[config.mk]
export PLATFORM = sky130hd
export DESIGN_NAME = lag_measure
export DESIGN_NICKNAME = d
export VERILOG_FILES = /design/src/rtl/lag_measure_pkg.sv /design/src/rtl/lag_measure_bin2bcd_seq.sv /design/src/rtl/lag_measure.sv
export SDC_FILE = /design/constraint.sdc
export NUM_CORES = 1
export LEC_CHECK = 0
export CAP_MARGIN = 15
export CORE_MARGIN = 3
export CORE_UTILIZATION = 25
export CTS_CLUSTER_SIZE = 16
export DETAILED_ROUTE_END_ITERATION = 8
export PLACE_DENSITY_LB_ADDON = 0.25
export SYNTH_ARGS = -nofsm -noshare
export SYNTH_HDL_FRONTEND = slang
export SYNTH_HIERARCHICAL = 1
export SYNTH_SLANG_ARGS = --single-unit
[constraint.sdc]
create_clock -name clock -period 3.75 [get_ports clock]
set_clock_uncertainty 0.2 [all_clocks]
set_input_delay 0.75 -clock clock [delete_from_list [all_inputs] [get_ports clock]]
set_output_delay 0.75 -clock clock [all_outputs]
set_load 0.1 [all_outputs]
[src/rtl/lag_measure_pkg.sv]
// Shared types and constants for the flash-to-sensor lag meter.
package lag_measure_pkg;

   localparam int LAG_W       = 17;
   localparam int BCD_W       = 20;
   localparam int CONV_CYCLES = 18;

   typedef enum logic [1:0] {
      IDLE     = 2'd0,
      COUNTING = 2'd1,
      CONVERT  = 2'd2
   } state_t;

   typedef struct packed {
      logic [BCD_W-1:0] cur;
      logic [BCD_W-1:0] mn;
      logic [BCD_W-1:0] mx;
   } bcd_hold_t;

   // Double-dabble correction: any BCD digit of 5 or more gets +3 before the shift.
   function automatic logic [BCD_W-1:0] dabble_adj(input logic [BCD_W-1:0] b);
      logic [BCD_W-1:0] r;
      r = b;
      for (int i = 0; i < BCD_W/4; i++)
         if (r[4*i +: 4] >= 4'd5) r[4*i +: 4] = r[4*i +: 4] + 4'd3;
      return r;
   endfunction

endpackage

[src/rtl/lag_measure_bin2bcd_seq.sv]
// Sequential double-dabble converter: one load cycle then one shift per input bit.
module bin2bcd_seq
   import lag_measure_pkg::*;
(
   input  logic             clock,
   input  logic             rst,
   input  logic             start,
   input  logic [LAG_W-1:0] value,
   output logic             done,
   output logic [BCD_W-1:0] bcd
);

   logic [LAG_W-1:0] shreg;
   logic [4:0]       cnt;

   always_ff @(posedge clock) begin
      if (rst) begin
         shreg <= '0;
         cnt   <= '0;
         bcd   <= '0;
         done  <= 1'b0;
      end else if (start) begin
         // A new start always wins, even over a conversion still in flight.
         shreg <= value;
         bcd   <= '0;
         cnt   <= 5'(CONV_CYCLES - 1);
         done  <= 1'b0;
      end else if (cnt != 5'd0) begin
         {bcd, shreg} <= {dabble_adj(bcd), shreg} << 1;
         cnt          <= cnt - 5'd1;
         done         <= (cnt == 5'd1);
      end else begin
         done <= 1'b0;
      end
   end

endmodule

[src/rtl/lag_measure.sv]
// Flash-to-sensor lag meter: 0.1 ms tick counter, min/max/average statistics,
// results presented as packed BCD through one shared sequential converter.
module lag_measure
   import lag_measure_pkg::*;
#(
   parameter int TICK_DIV    = 2700,
   parameter int AVG_SAMPLES = 16,
   parameter int LAG_MAX     = 99999
)(
   input  logic             clock,
   input  logic             rst,
   input  logic             reset_counter,
   input  logic             sensor_trigger,
   input  logic             reset_bcdoutput,
   output logic [BCD_W-1:0] bcd_current,
   output logic [BCD_W-1:0] bcd_minimum,
   output logic [BCD_W-1:0] bcd_maximum,
   output logic [BCD_W-1:0] bcd_average,
   output logic             avg_ready
);

   localparam int AVG_SH = $clog2(AVG_SAMPLES);
   localparam int SUM_W  = LAG_W + AVG_SH;
   localparam int PRE_W  = $clog2(TICK_DIV + 1);

   state_t            state;
   logic [PRE_W-1:0]  presc;
   logic [LAG_W-1:0]  lag_bin, sample, mn, mx, avg;
   logic [SUM_W-1:0]  sum, sum_next;
   logic [AVG_SH-1:0] cnt;
   logic              first, pending, avg_due, kick;
   logic [1:0]        idx, last_idx, next_idx;
   bcd_hold_t         hold;

   logic              conv_start, conv_done;
   logic [LAG_W-1:0]  conv_val;
   logic [BCD_W-1:0]  conv_bcd;

   // idx is the conversion in flight; a done pulse chains straight into the next one.
   always_comb begin
      last_idx   = avg_due ? 2'd3 : 2'd2;
      next_idx   = kick ? 2'd0 : 2'(idx + 2'd1);
      conv_start = (state == CONVERT) && (kick || (conv_done && idx != last_idx));
      sum_next   = sum + SUM_W'(lag_bin);
      case (next_idx)
         2'd0:    conv_val = sample;
         2'd1:    conv_val = mn;
         2'd2:    conv_val = mx;
         default: conv_val = avg;
      endcase
   end

   bin2bcd_seq u_conv (
      .clock (clock),
      .rst   (rst),
      .start (conv_start),
      .value (conv_val),
      .done  (conv_done),
      .bcd   (conv_bcd)
   );

   always_ff @(posedge clock) begin
      if (rst) begin
         state       <= IDLE;
         presc       <= '0;
         lag_bin     <= '0;
         sample      <= '0;
         mn          <= '0;
         mx          <= '0;
         avg         <= '0;
         sum         <= '0;
         cnt         <= '0;
         first       <= 1'b1;
         pending     <= 1'b0;
         avg_due     <= 1'b0;
         kick        <= 1'b0;
         idx         <= '0;
         hold        <= '0;
         bcd_current <= '0;
         bcd_minimum <= '0;
         bcd_maximum <= '0;
         bcd_average <= '0;
         avg_ready   <= 1'b0;
      end else begin
         avg_ready <= 1'b0;
         if (reset_bcdoutput) begin
            state       <= IDLE;
            mn          <= '0;
            mx          <= '0;
            avg         <= '0;
            sum         <= '0;
            cnt         <= '0;
            first       <= 1'b1;
            pending     <= 1'b0;
            avg_due     <= 1'b0;
            kick        <= 1'b0;
            bcd_current <= '0;
            bcd_minimum <= '0;
            bcd_maximum <= '0;
            bcd_average <= '0;
         end else begin
            case (state)
               IDLE: begin
                  if (reset_counter) begin
                     presc   <= '0;
                     lag_bin <= '0;
                     state   <= COUNTING;
                  end
               end
               COUNTING: begin
                  if (sensor_trigger) begin
                     sample  <= lag_bin;
                     mn      <= (first || lag_bin < mn) ? lag_bin : mn;
                     mx      <= (first || lag_bin > mx) ? lag_bin : mx;
                     first   <= 1'b0;
                     pending <= reset_counter;
                     kick    <= 1'b1;
                     idx     <= '0;
                     state   <= CONVERT;
                     if (cnt == AVG_SH'(AVG_SAMPLES - 1)) begin
                        avg     <= LAG_W'(sum_next >> AVG_SH);
                        sum     <= '0;
                        cnt     <= '0;
                        avg_due <= 1'b1;
                     end else begin
                        sum     <= sum_next;
                        cnt     <= cnt + AVG_SH'(1);
                        avg_due <= 1'b0;
                     end
                  end else if (reset_counter) begin
                     presc   <= '0;
                     lag_bin <= '0;
                  end else if (presc == PRE_W'(TICK_DIV - 1)) begin
                     presc <= '0;
                     if (lag_bin < LAG_W'(LAG_MAX)) lag_bin <= lag_bin + LAG_W'(1);
                  end else begin
                     presc <= presc + PRE_W'(1);
                  end
               end
               CONVERT: begin
                  kick <= 1'b0;
                  if (reset_counter) pending <= 1'b1;
                  if (!kick && conv_done) begin
                     case (idx)
                        2'd0:    hold.cur <= conv_bcd;
                        2'd1:    hold.mn  <= conv_bcd;
                        2'd2:    hold.mx  <= conv_bcd;
                        default: ;
                     endcase
                     if (idx == last_idx) begin
                        bcd_current <= hold.cur;
                        bcd_minimum <= hold.mn;
                        bcd_maximum <= (idx == 2'd2) ? conv_bcd : hold.mx;
                        if (avg_due) begin
                           bcd_average <= conv_bcd;
                           avg_ready   <= 1'b1;
                        end
                        avg_due <= 1'b0;
                        pending <= 1'b0;
                        if (pending || reset_counter) begin
                           presc   <= '0;
                           lag_bin <= '0;
                           state   <= COUNTING;
                        end else begin
                           state <= IDLE;
                        end
                     end else begin
                        idx <= 2'(idx + 2'd1);
                     end
                  end
               end
               default: state <= IDLE;
            endcase
         end
      end
   end

endmodule

==> results of run 1 <==
state kept, by name, indices dropped and copies added (netlist names), 20 cells and up:
name	count
bcd_average	20
bcd_current	20
bcd_maximum	20
bcd_minimum	20
hold	60
sum	21
u_conv/bcd	20
metrics by stage:
step	hold WS [ns]	util [%]	power [mW]
after floorplan	0.225	-	4.30
after global placement	0.239	28.3	4.58
after detailed placement	0.245	28.3	4.60
after CTS	0.238	30.3	8.19
after global routing	0.257	30.3	8.44
final	0.253	30.3	8.05
worst max-delay path: cells and delay by family, from the launching register on:
kind,cells,cell delay [ns]
DFF,1,0.80
adders and majority gates,1,0.45
AOI/OAI and AO/OA,3,0.87
and+or+nand+nor,2,0.60
final cells by class:
| class | instances | area share, % |
|---|---|---|
| clock inverters | 8 | 0.659 |
| repair buffers | 126 | 6.56 |
| inverters | 55 | 1.17 |
| flip-flops and latches | 314 | 35.6 |
| multi-input cells | 1360 | 44.7 |
| well taps | 765 | 5.42 |
| clock buffers | 52 | 5.91 |
| diodes | 1 | 0.0142 |
power by group through the flow:
stage / combinational, mW / clock [mW] / sequential [mW]
6_report: 0.850 / 3.53 / 3.67
5_1_grt: 0.963 / 3.80 / 3.68
4_1_cts: 0.856 / 3.65 / 3.68
3_5_place_dp: 0.852 / 0 / 3.75
3_3_place_gp: 0.835 / 0 / 3.75
2_1_floorplan: 0.693 / 0 / 3.61
layout by cell type (no fill, tap or decap), drive strengths merged, types with 7 or more instances in the layout:
| cell | Yosys | routed |
|---|---|---|
| a22o | 12 | 12 |
| a311oi | 18 | 18 |
| inv | 53 | 54 |
| mux2i | 64 | 64 |
| o31ai | 9 | 9 |
| nand2 | 420 | 420 |
| nand3 | 61 | 61 |
| a211oi | 45 | 45 |
| nor2 | 129 | 129 |
| buf | 33 | 51 |
| nand4 | 28 | 28 |
| nor3 | 24 | 24 |
| ha | 69 | 69 |
| a21o | 17 | 17 |
| xnor2 | 18 | 18 |
| and3 | 7 | 7 |
| dfxtp | 314 | 314 |
| nand2b | 12 | 12 |
| nor2b | 7 | 7 |
| clkbuf | 87 | 52 |
| a31oi | 9 | 9 |
| a22oi | 8 | 8 |
| o21ai | 67 | 67 |
| clkinv | 2 | 7 |
| clkdlybuf4s50 | 0 | 75 |
| xor2 | 9 | 9 |
| a21oi | 230 | 230 |
| or4 | 10 | 10 |
| or3 | 9 | 9 |
kinds of logic after synthesis:
| logic type | after synthesis | share of synthesized area [%] |
|---|---|---|
| AO/OA/AOI/OAI | 456 | 18.9 |
| AND/OR/NAND/NOR | 742 | 22.0 |
| adder cells (fa/ha/maj) | 70 | 5.94 |
| buffers and inverters | 176 | 5.00 |
| multiplexers | 65 | 4.38 |
| XOR/XNOR | 27 | 1.59 |
| flip-flops | 314 | 42.2 |
how the worst min path moves through the flow:
stage,from,endpoint,slack (ns),depth (start not counted)
final,hold[18],hold[18],0.25,2
after global routing,rst,hold[14],0.26,2
after CTS,rst,hold[14],0.24,2
after detailed placement,hold[25],bcd_minimum[5],0.25,2
after global placement,hold[48],bcd_current[8],0.24,2
after floorplan,avg[10],avg[10],0.22,2
per-layer routing:
metal	global-route usage, %	share of wire (%)
met3	2.19	5.1
met5	0	0.036
met2	21.8	45
met1	19.2	48
met4	3.71	1.8
==> summary.txt, run 1 <==
Worst setup path
  – Critical Path RT: 3.99 ns
  – Setup crit start kind: flop
  – Worst path slowest cell: dfxtp_1
  – Crit path to: avg[13]
  – Worst path max stage delay: ~0.80 ns
  – Critical-path maximum fanout: 12
  – Setup crit start: lag_bin[8]
  – R2r startpoint: lag_bin[8]
  – R2r setup slk: approximately 0.71 ns
  – R2R depth: 6
  – CP Capture Type: flop
  – Worst EP arrival: approximately 3.3 ns
  – WS Path Type: reg -> reg
  – Worst-path cell chain: ha_1, and4_1, a221oi_2, a211oi_1, or3_1, a32o_1
  – RR Endpoint: avg[13]

Logic synthesis
  – Most used DFF post-synth: dfxtp_1
  – Synthesized area: about 15000 um^2
  – Synth area leader: dfxtp_1
  – Number of synthesized flops with an enable pin: 0
  – Commonest cells post-synth: 419 x nand2_1, 314 x dfxtp_1, 229 x a21oi_1
  – #FFs+latches synth: ~310
  – Avg Synthesized Cell Area: ~8.0 um^2
  – Seq/Total Area, Yosys: 42.2%
  – Post-Syn Instances: between 1500 and 2000
  – Syn Nets: approximately 1900
  – Most area-consuming cells after synthesis: dfxtp_1 42%, nand2_1 11%, a21oi_1 7.7%
  – Yosys cell types: 82
  – FFs w/ async S/R, synth: 0%
  – Cell with the most instances after synthesis: nand2_1
  – Synth warn: 6
  – Top-area cell type share of the netlist area: a little over two fifths

Finish
  – Nets@finish: roughly 2000
  – Fin area: between 15000 and 20000 um^2
  – Area Growth Syn to Fin: 18.6%
  – Fill cell count: 6196
  – Non-filler cells, final: about 2700
  – Reg area: 6290 um^2
  – Share of post-route cells with drive strength above 1: under 10%
  – Multi-input logic area: between 7000 and 8000 um^2

STA
  – Setup WS post-layout: between 0.7 and 0.8 ns
  – Fmax: about 330 MHz
  – Hold Violations, Final: 0
  – Max-slew violation count: 0
  – Fin crit share: approximately four fifths
  – Setup violations, final: 0
  – Worst slew margin relative to its limit: ~28%
  – Tightest Pin Transition: 1.07 ns
  – Final min period: just over 3 ns
  – Setup TNS: 0 ns
  – RSZ-0062 raised after global routing: no

Placement
  – GP Congestion: roughly 0.83
  – HPWL Detailed: between 30 and 40 mm
  – Port Buf Inserts: 85
  – DP Area: 16500 um^2
  – # placed instances: 2620
  – Pre-CTS setup slack: 0.474 ns

Clock tree
  – CTS Buf Count: 37
  – Worst skew pair latency: between 0.5 and 0.6 ns
  – CTS tree: done
  – Post-CTS Setup Bufs: 0
  – CTS H-Tree Depth: 2
  – Clock tree buffer depth: 3
  – Clock Sinks: 314
  – Clock slew at the register clock pins of the worst setup and hold paths: 0.06 ns
  – Post-CTS sizing: 0
  – Root Driver: clkbuf_16
  – Hold Buf Count CTS: 0

Pwr
  – Sw frac: between 20 and 30%
  – Cell Int Power: between 5 and 6 mW
  – VDD IR max: 256 uV
  – Clock power share: between 40% and 50%
  – Pwr dens: between 400 and 500 nW/um^2
  – Gate power share: between 10% and 20%
  – Psw: around 2.3 mW
  – Share of power burned in registers: roughly 46%
  – Leakage power: between 6 and 7 nW

Die
  – Initial Util: 25.5%
  – Die Y-Extent: around 250 um
  – Die Span X: 250 um
  – Core ar.: approximately 58000 um^2
  – I/O pin cnt: 86
  – Die area: ~62000 um^2
  – Rows: between 80 and 90

Routing
  – Drt wl/cell: 16.4 um
  – DR vias/cell: ~4.9
  – Initial drt markers: slightly below 900
  – Vias: between 10000 and 15000
  – DRT Pass-1 Iters: 5
  – Remaining antenna violation count: 0
  – Number of remaining DRC errors: 0
  – WL final: 44.1 mm

Outcome
  – Run status: finished, final reports clean

Min path
  – Worst min-delay path class: reg -> reg

GRT
  – Largest net degree at the start of global routing: between 80 and 90
  – Gr ovfl total: 0
  – Total Routing Usage GR: a little over an eighth
  – Number of global-route vias before repair: about 12000
  – First-pass GRT wire length: 69.6 mm
  – Antenna violations before repair: 1

Flow run
  – Number of max-cap violations: 0
Note: power is estimated with default switching activity, not from simulation.
==> inputs of run 2 (changes only) <==
==> constraint.sdc (replaced) <==
create_clock -name clock -period 3.2 [get_ports clock]
set_clock_uncertainty 0.2 [all_clocks]
set_input_delay 0.64 -clock clock [delete_from_list [all_inputs] [get_ports clock]]
set_output_delay 0.64 -clock clock [all_outputs]
set_load 0.1 [all_outputs]
==> summary.txt, run 2 (synthesized netlist as in run 1, its figures left out) <==
Min path
  – WHS Path Cells: 2 (unchanged)
  – Hold Path Sink: idx[0]
  – Hold_sp: rst
  – Worst min-delay path class: in -> reg

Placement
  – Port Buf Inserts: 85 (unchanged)
  – DP Area: 16500 um^2 (about the same)
  – HPWL Detailed: 31.2 mm (+3.6%)
  – GP Congestion: 0.837 (+1.1%)
  – Pre-CTS setup slack: 0.287 ns (-0.187 ns)

STA
  – Hold Violations, Final: 0 (unchanged)
  – Minimum hold slack: 0.146 ns (-0.107 ns)
  – Fin crit share: 89.3% (+8.3 points)
  – Max-slew violation count: 0 (unchanged)
  – Fmax: 350 MHz (+6.3%)
  – Tightest Pin Transition: 0.950 ns (-0.120 ns)
  – RSZ-0062 raised after global routing: no
  – Worst slew margin relative to its limit: 36.3% (+7.9 points)
  – Setup TNS: 0 ns (unchanged)
  – Final min period: 2.86 ns (-0.181 ns)
  – Setup violations, final: 0 (unchanged)
  – Setup WS post-layout: 0.343 ns (-0.369 ns)

Routing
  – Drt wl/cell: 16.7 um (+1.6%)
  – DRT Pass-1 Iters: 5 (unchanged)
  – Initial drt markers: 827 (-7.4%)
  – Number of remaining DRC errors: 0 (unchanged)
  – Remaining antenna violation count: 0 (unchanged)
  – Vias: 13100 (+0.23%)
  – DR vias/cell: 4.84 (-0.51%)
  – WL final: 45.1 mm (+2.4%)

Worst setup path
  – Critical Path RT: 3.42 ns (-0.57 ns)
  – R2r setup slk: 0.34 ns (-0.37 ns)
  – Worst EP arrival: 3.07 ns (-0.20 ns)
  – Setup crit start kind: flop
  – R2R depth: 8 (+2)
  – R2r startpoint: lag_bin[0]
  – CP Capture Type: flop
  – Worst path max stage delay: 0.44 ns (-0.36 ns)
  – Worst path slowest cell: a311o_1
  – WS Path Type: reg -> reg
  – RR Endpoint: sum[16]
  – Worst-path cell chain: ha_1, fa_1, a21o_1, a311o_1, and3b_1, o21a_1, a221oi_1, o21ai_0
  – Critical-path maximum fanout: 3 (-9)

Pwr
  – VDD IR max: 315 uV (+23%)
  – Pwr dens: 528 nW/um^2 (+16%)
  – Leakage power: 6.24 nW (+3.8%)

Finish
  – Reg area: 6290 um^2 (unchanged)
  – Fin area: 17600 um^2 (-0.41%)
  – Nets@finish: 1989 (+1.0%)
  – Most common cell after layout, fill and taps aside: nand2_1
  – Most frequent cells in the layout: 419 x nand2_1, 314 x dfxtp_1, 229 x a21oi_1
  – Top reg by flops: hold
  – Biggest regs: hold x60, sum x21
  – Share of post-route cells with drive strength above 1: 11.4% (+4.7 points)
  – Diodes inserted: 0 (-1)
  – Fill cell count: 6166 (-0.48%)
  – Area Growth Syn to Fin: 18.2%
  – Max reg flops: 60 (unchanged)
  – Final core utilization: 30.2% (-0.12 points)
  – Multi-input logic area: 7890 um^2 (unchanged)

Clock tree
  – Hold Buf Count CTS: 0 (unchanged)
  – Root Driver: clkbuf_16
  – Post-CTS sizing: 0 (unchanged)
  – Clock tree buffer depth: 3 (unchanged)
  – CTS tree: done
  – Clock Sinks: 314 (unchanged)
  – CTS Buf Count: 36 (-2.7%)
  – CTS H-Tree Depth: 2 (unchanged)
  – Clock slew at the register clock pins of the worst setup and hold paths: 0.06 ns (about the same)
  – Worst skew pair latency: 0.54 ns (about the same)
  – Post-CTS Setup Bufs: 0 (unchanged)

Die
  – Die area: 62500 um^2 (unchanged)
  – Rows: 88 (unchanged)
  – Die Y-Extent: 250 um (unchanged)
  – Die Span X: 250 um (unchanged)
  – I/O pin cnt: 86 (unchanged)
  – Initial Util: 25.5% (unchanged)
  – Core ar.: 58200 um^2 (unchanged)

GRT
  – Number of global-route vias before repair: 12300 (+1.6%)
  – Antenna violations before repair: 3 (+2)
  – Gr ovfl total: 0 (unchanged)
  – First-pass GRT wire length: 70.6 mm (+1.4%)
  – Largest net degree at the start of global routing: 88 (-1.1%)
  – Total Routing Usage GR: 14.0% (+0.28 points)

Outcome
  – Run status: finished, final reports clean

Flow run
  – Number of max-cap violations: 0 (unchanged)
-- run 2: changes by cell type in the layout (fill, tap and decap cells not counted), sizes merged --
cell	change
buf	+93
clkdlybuf4s50	-72
diode	-1
bufinv	-1
clkbuf	+1
-- run 2: worst max-delay path by stage --
stage	from	endpoint	slack, ns	cells past startpoint
floorplan	idx[0]	u_conv/shreg[11]	0.38	12
global placement	reset_counter	lag_bin[4]	0.34	8
detailed placement	reset_bcdoutput	hold[3]	0.29	7
CTS	lag_bin[0]	sum[16]	0.34	8
global route	lag_bin[1]	sum[16]	0.13	7
finish	lag_bin[0]	sum[16]	0.34	8
-- run 2: layout make-up --
type	instances	share of cell area, %
Inverter	55	1.17
Timing Repair Buffer	147	6.53
Tap cell	765	5.44
Sequential cell	314	35.8
Multi-Input combinational cell	1360	44.8
Clock buffer	53	5.83
Clock inverter	7	0.427
-- run 2: where the power goes --
group | internal [mW] | leakage (nW) | switching, mW
Sequential | 4.01 | 2.53 | 0.271
Combinational | 0.340 | 3.17 | 0.689
Clock | 2.29 | 0.541 | 1.67
-- run 2: critical path: cells and delay by family (launching register included) --
kind | cells | cell delay, ns
simple gates | 1 | 0.25
flops | 1 | 0.32
compound gates | 5 | 1.33
fa+ha+maj | 2 | 0.64
-- run 2: metal layers --
metal | global-route usage [%] | up-vias | routed length (um)
met5 | 0 | - | 27
met4 | 4.20 | 4 | 1090
met3 | 3.20 | 69 | 2420
met2 | 22.0 | 251 | 20200
met1 | 19.0 | 6165 | 21400
li1 | - | 6571 | -
-- run 2: metrics by stage --
stage	cells	power, mW
final	2701	9.28
after global routing	2701	9.69
after CTS	2701	9.42
after detailed placement	2641	5.42
after global placement	2641	5.38
after floorplan	1850	5.04
==> inputs of run 3 (changes only) <==
--- a/config.mk
+++ b/config.mk
@@ -8,6 +8,8 @@
 export CAP_MARGIN = 15
 export CORE_MARGIN = 3
 export CORE_UTILIZATION = 25
+export CTS_BUF_LIST = sky130_fd_sc_hd__clkbuf_16
+export CTS_CLUSTER_DIAMETER = 50
 export CTS_CLUSTER_SIZE = 16
 export DETAILED_ROUTE_END_ITERATION = 8
 export PLACE_DENSITY_LB_ADDON = 0.25
==> constraint.sdc (replaced) <==
create_clock -name clock -period 3.2 [get_ports clock]
set_clock_uncertainty 0.2 [all_clocks]
set_input_delay 0.32 -clock clock [delete_from_list [all_inputs] [get_ports clock]]
set_output_delay 0.32 -clock clock [all_outputs]
set_load 0.1 [all_outputs]
==> summary.txt, run 3 (synthesized netlist as in run 1, its figures left out) <==
Outcome
  – Run status: finished, final reports clean

Routing
  – Drt wl/cell: 16.1 um (-3.6%)
  – Initial drt markers: 879 (+6.3%)
  – WL final: 43.6 mm (-3.3%)
  – Remaining antenna violation count: 0 (unchanged)
  – DRT Pass-1 Iters: 5 (unchanged)
  – Number of remaining DRC errors: 0 (unchanged)
  – Vias: 13100 (+0.61%)
  – DR vias/cell: 4.85 (+0.28%)

Placement
  – # placed instances: 2637 (-0.15%)
  – DP Area: 16400 um^2 (-0.33%)
  – Port Buf Inserts: 85 (unchanged)
  – GP Congestion: 0.787 (-5.9%)
  – HPWL Detailed: 30.2 mm (-3.2%)
  – Pre-CTS setup slack: 0.333 ns (+0.0458 ns)

GRT
  – Number of global-route vias before repair: 12200 (-0.12%)
  – Largest net degree at the start of global routing: 68 (-23%)
  – Total Routing Usage GR: 13.5% (-0.47 points)
  – Antenna violations before repair: 1 (-2)
  – First-pass GRT wire length: 68.8 mm (-2.6%)
  – Gr ovfl total: 0 (unchanged)

Clock tree
  – Clock slew at the register clock pins of the worst setup and hold paths: 0.06 ns (about the same)
  – Post-CTS sizing: 0 (unchanged)
  – CTS H-Tree Depth: 2 (unchanged)
  – Clock tree buffer depth: 3 (unchanged)
  – Root Driver: clkbuf_16
  – Worst skew pair latency: 0.56 ns (+0.02 ns)
  – CTS tree: done
  – Clock Sinks: 314 (unchanged)
  – CTS Buf Count: 39 (+8.3%)

Finish
  – Non-filler cells, final: 2710 (+0.33%)
  – Diodes inserted: 0 (unchanged)
  – Most frequent cells in the layout: 419 x nand2_1, 314 x dfxtp_1, 229 x a21oi_1
  – Top reg by flops: hold
  – Biggest regs: hold x60, sum x21
  – Max reg flops: 60 (unchanged)
  – Area Growth Syn to Fin: 19.7%
  – Share of post-route cells with drive strength above 1: 11.8% (+0.41 points)
  – Nets@finish: 1989 (unchanged)
  – Most common cell after layout, fill and taps aside: nand2_1
  – Fin area: 17800 um^2 (+1.3%)

Pwr
  – Leakage power: 6.36 nW (+1.9%)
  – Share of power burned in registers: 42.0% (-4.2 points)
  – Sw frac: 28.6% (+0.21 points)
  – Psw: 2.88 mW (+9.4%)
  – Gate power share: 11.0% (about the same)
  – Cell Int Power: 7.20 mW (+8.3%)
  – Clock power share: 47.0% (+4.3 points)
  – Pwr dens: 566 nW/um^2 (+7.2%)
  – VDD IR max: 326 uV (+3.5%)

Flow run
  – Number of max-cap violations: 0 (unchanged)

Die
  – Die Y-Extent: 250 um (unchanged)
  – Die Span X: 250 um (unchanged)
  – I/O pin cnt: 86 (unchanged)
  – Rows: 88 (unchanged)
  – Die area: 62500 um^2 (unchanged)
  – Core ar.: 58200 um^2 (unchanged)
  – Initial Util: 25.5% (unchanged)

STA
  – Max-slew violation count: 0 (unchanged)
  – Setup violations, final: 0 (unchanged)
  – Setup WS post-layout: 0.310 ns (-0.0323 ns)
  – Hold Violations, Final: 0 (unchanged)
  – RSZ-0062 raised after global routing: no
  – Fin crit share: 90.3% (+1.0 points)
  – Final min period: 2.89 ns (+0.0323 ns)
  – Tightest Pin Transition: 0.928 ns (-0.0215 ns)
  – Setup TNS: 0 ns (unchanged)
  – Worst slew margin relative to its limit: 37.7% (+1.4 points)
  – Minimum hold slack: 0.251 ns (+0.105 ns)
  – Fmax: 346 MHz (-1.1%)

Worst setup path
  – Worst EP arrival: 3.11 ns (+0.04 ns)
  – Worst path slowest cell: a311o_1
  – Critical Path RT: 3.42 ns (about the same)
  – Critical-path maximum fanout: 3 (unchanged)
  – WS Path Type: reg -> reg
  – Worst path max stage delay: 0.45 ns (about the same)
  – Worst-path cell chain: ha_1, fa_1, a21o_1, a311o_1, and3b_1, o21a_1, a221oi_1, o21ai_0
  – CP Capture Type: flop
  – Setup crit start kind: flop

Min path
  – Worst min-delay path class: reg -> reg
==> run 3: cell types whose count changed in the layout (fill, tap and decap cells not counted), sizes merged <==
cell	before	now
dlygate4sd3	0	1
clkinv	7	14
buf	144	140
clkbuf	53	40
clkinvlp	0	1
bufinv	1	6
inv	54	66
==> run 3: worst max-delay path, delay by kind of cell (launching register included) <==
| family | cells | cell delay (ns) |
|---|---|---|
| AOI/OAI and AO/OA | 5 | 1.35 |
| adders and majority gates | 2 | 0.64 |
| DFF | 1 | 0.32 |
| and+or+nand+nor | 1 | 0.25 |
==> run 3: timing repair <==
item | CTS | global route
hold buffers | 1 | 0
buffers inserted | 0 | 0
hold endpoints to repair | 19 | 0
==> run 3: worst paths after layout <==
path	start	endpoint	slack [ns]	cells after the start
max	lag_bin[0]	avg[12]	0.31	8
min	hold[41]	bcd_current[1]	0.25	2
max reg2reg	lag_bin[0]	avg[12]	0.31	8
min reg2reg	hold[41]	bcd_current[1]	0.25	2
==> run 3: power groups by stage <==
stage,clock network [mW],registers (mW),logic [mW]
finish,4.73,4.23,1.11
global route,5.06,4.26,1.25
CTS,4.88,4.24,1.12
detailed placement,0,4.33,1.11
global placement,0,4.32,1.09
floorplan,0,4.23,0.813
==> run 3: final cells by class <==
cell class | count | area, um^2
clock buffers | 40 | 1000
clock inverters | 32 | 374
fillers | 6233 | 40400
inverters | 55 | 206
multi-input cells | 1360 | 7890
flip-flops and latches | 314 | 6290
well taps | 765 | 957
repair buffers | 144 | 1100
==> run 3: metal layers <==
metal  up-vias  routed length, um  GRT usage, %
met2       280              19700          21.8
met3        64               2350          2.69
met1      6222              20600          18.4
met4         2               1040          3.63
li1       6572                  -             -
met5         -                 13             0
==> run 3: through the flow <==
| step | utilization (%) | total power, mW |
|---|---|---|
| final | 30.6 | 10.1 |
| after global routing | 30.6 | 10.6 |
| after CTS | 30.6 | 10.2 |
| after detailed placement | 28.2 | 5.44 |
| after global placement | 28.2 | 5.41 |
| after floorplan | - | 5.04 |
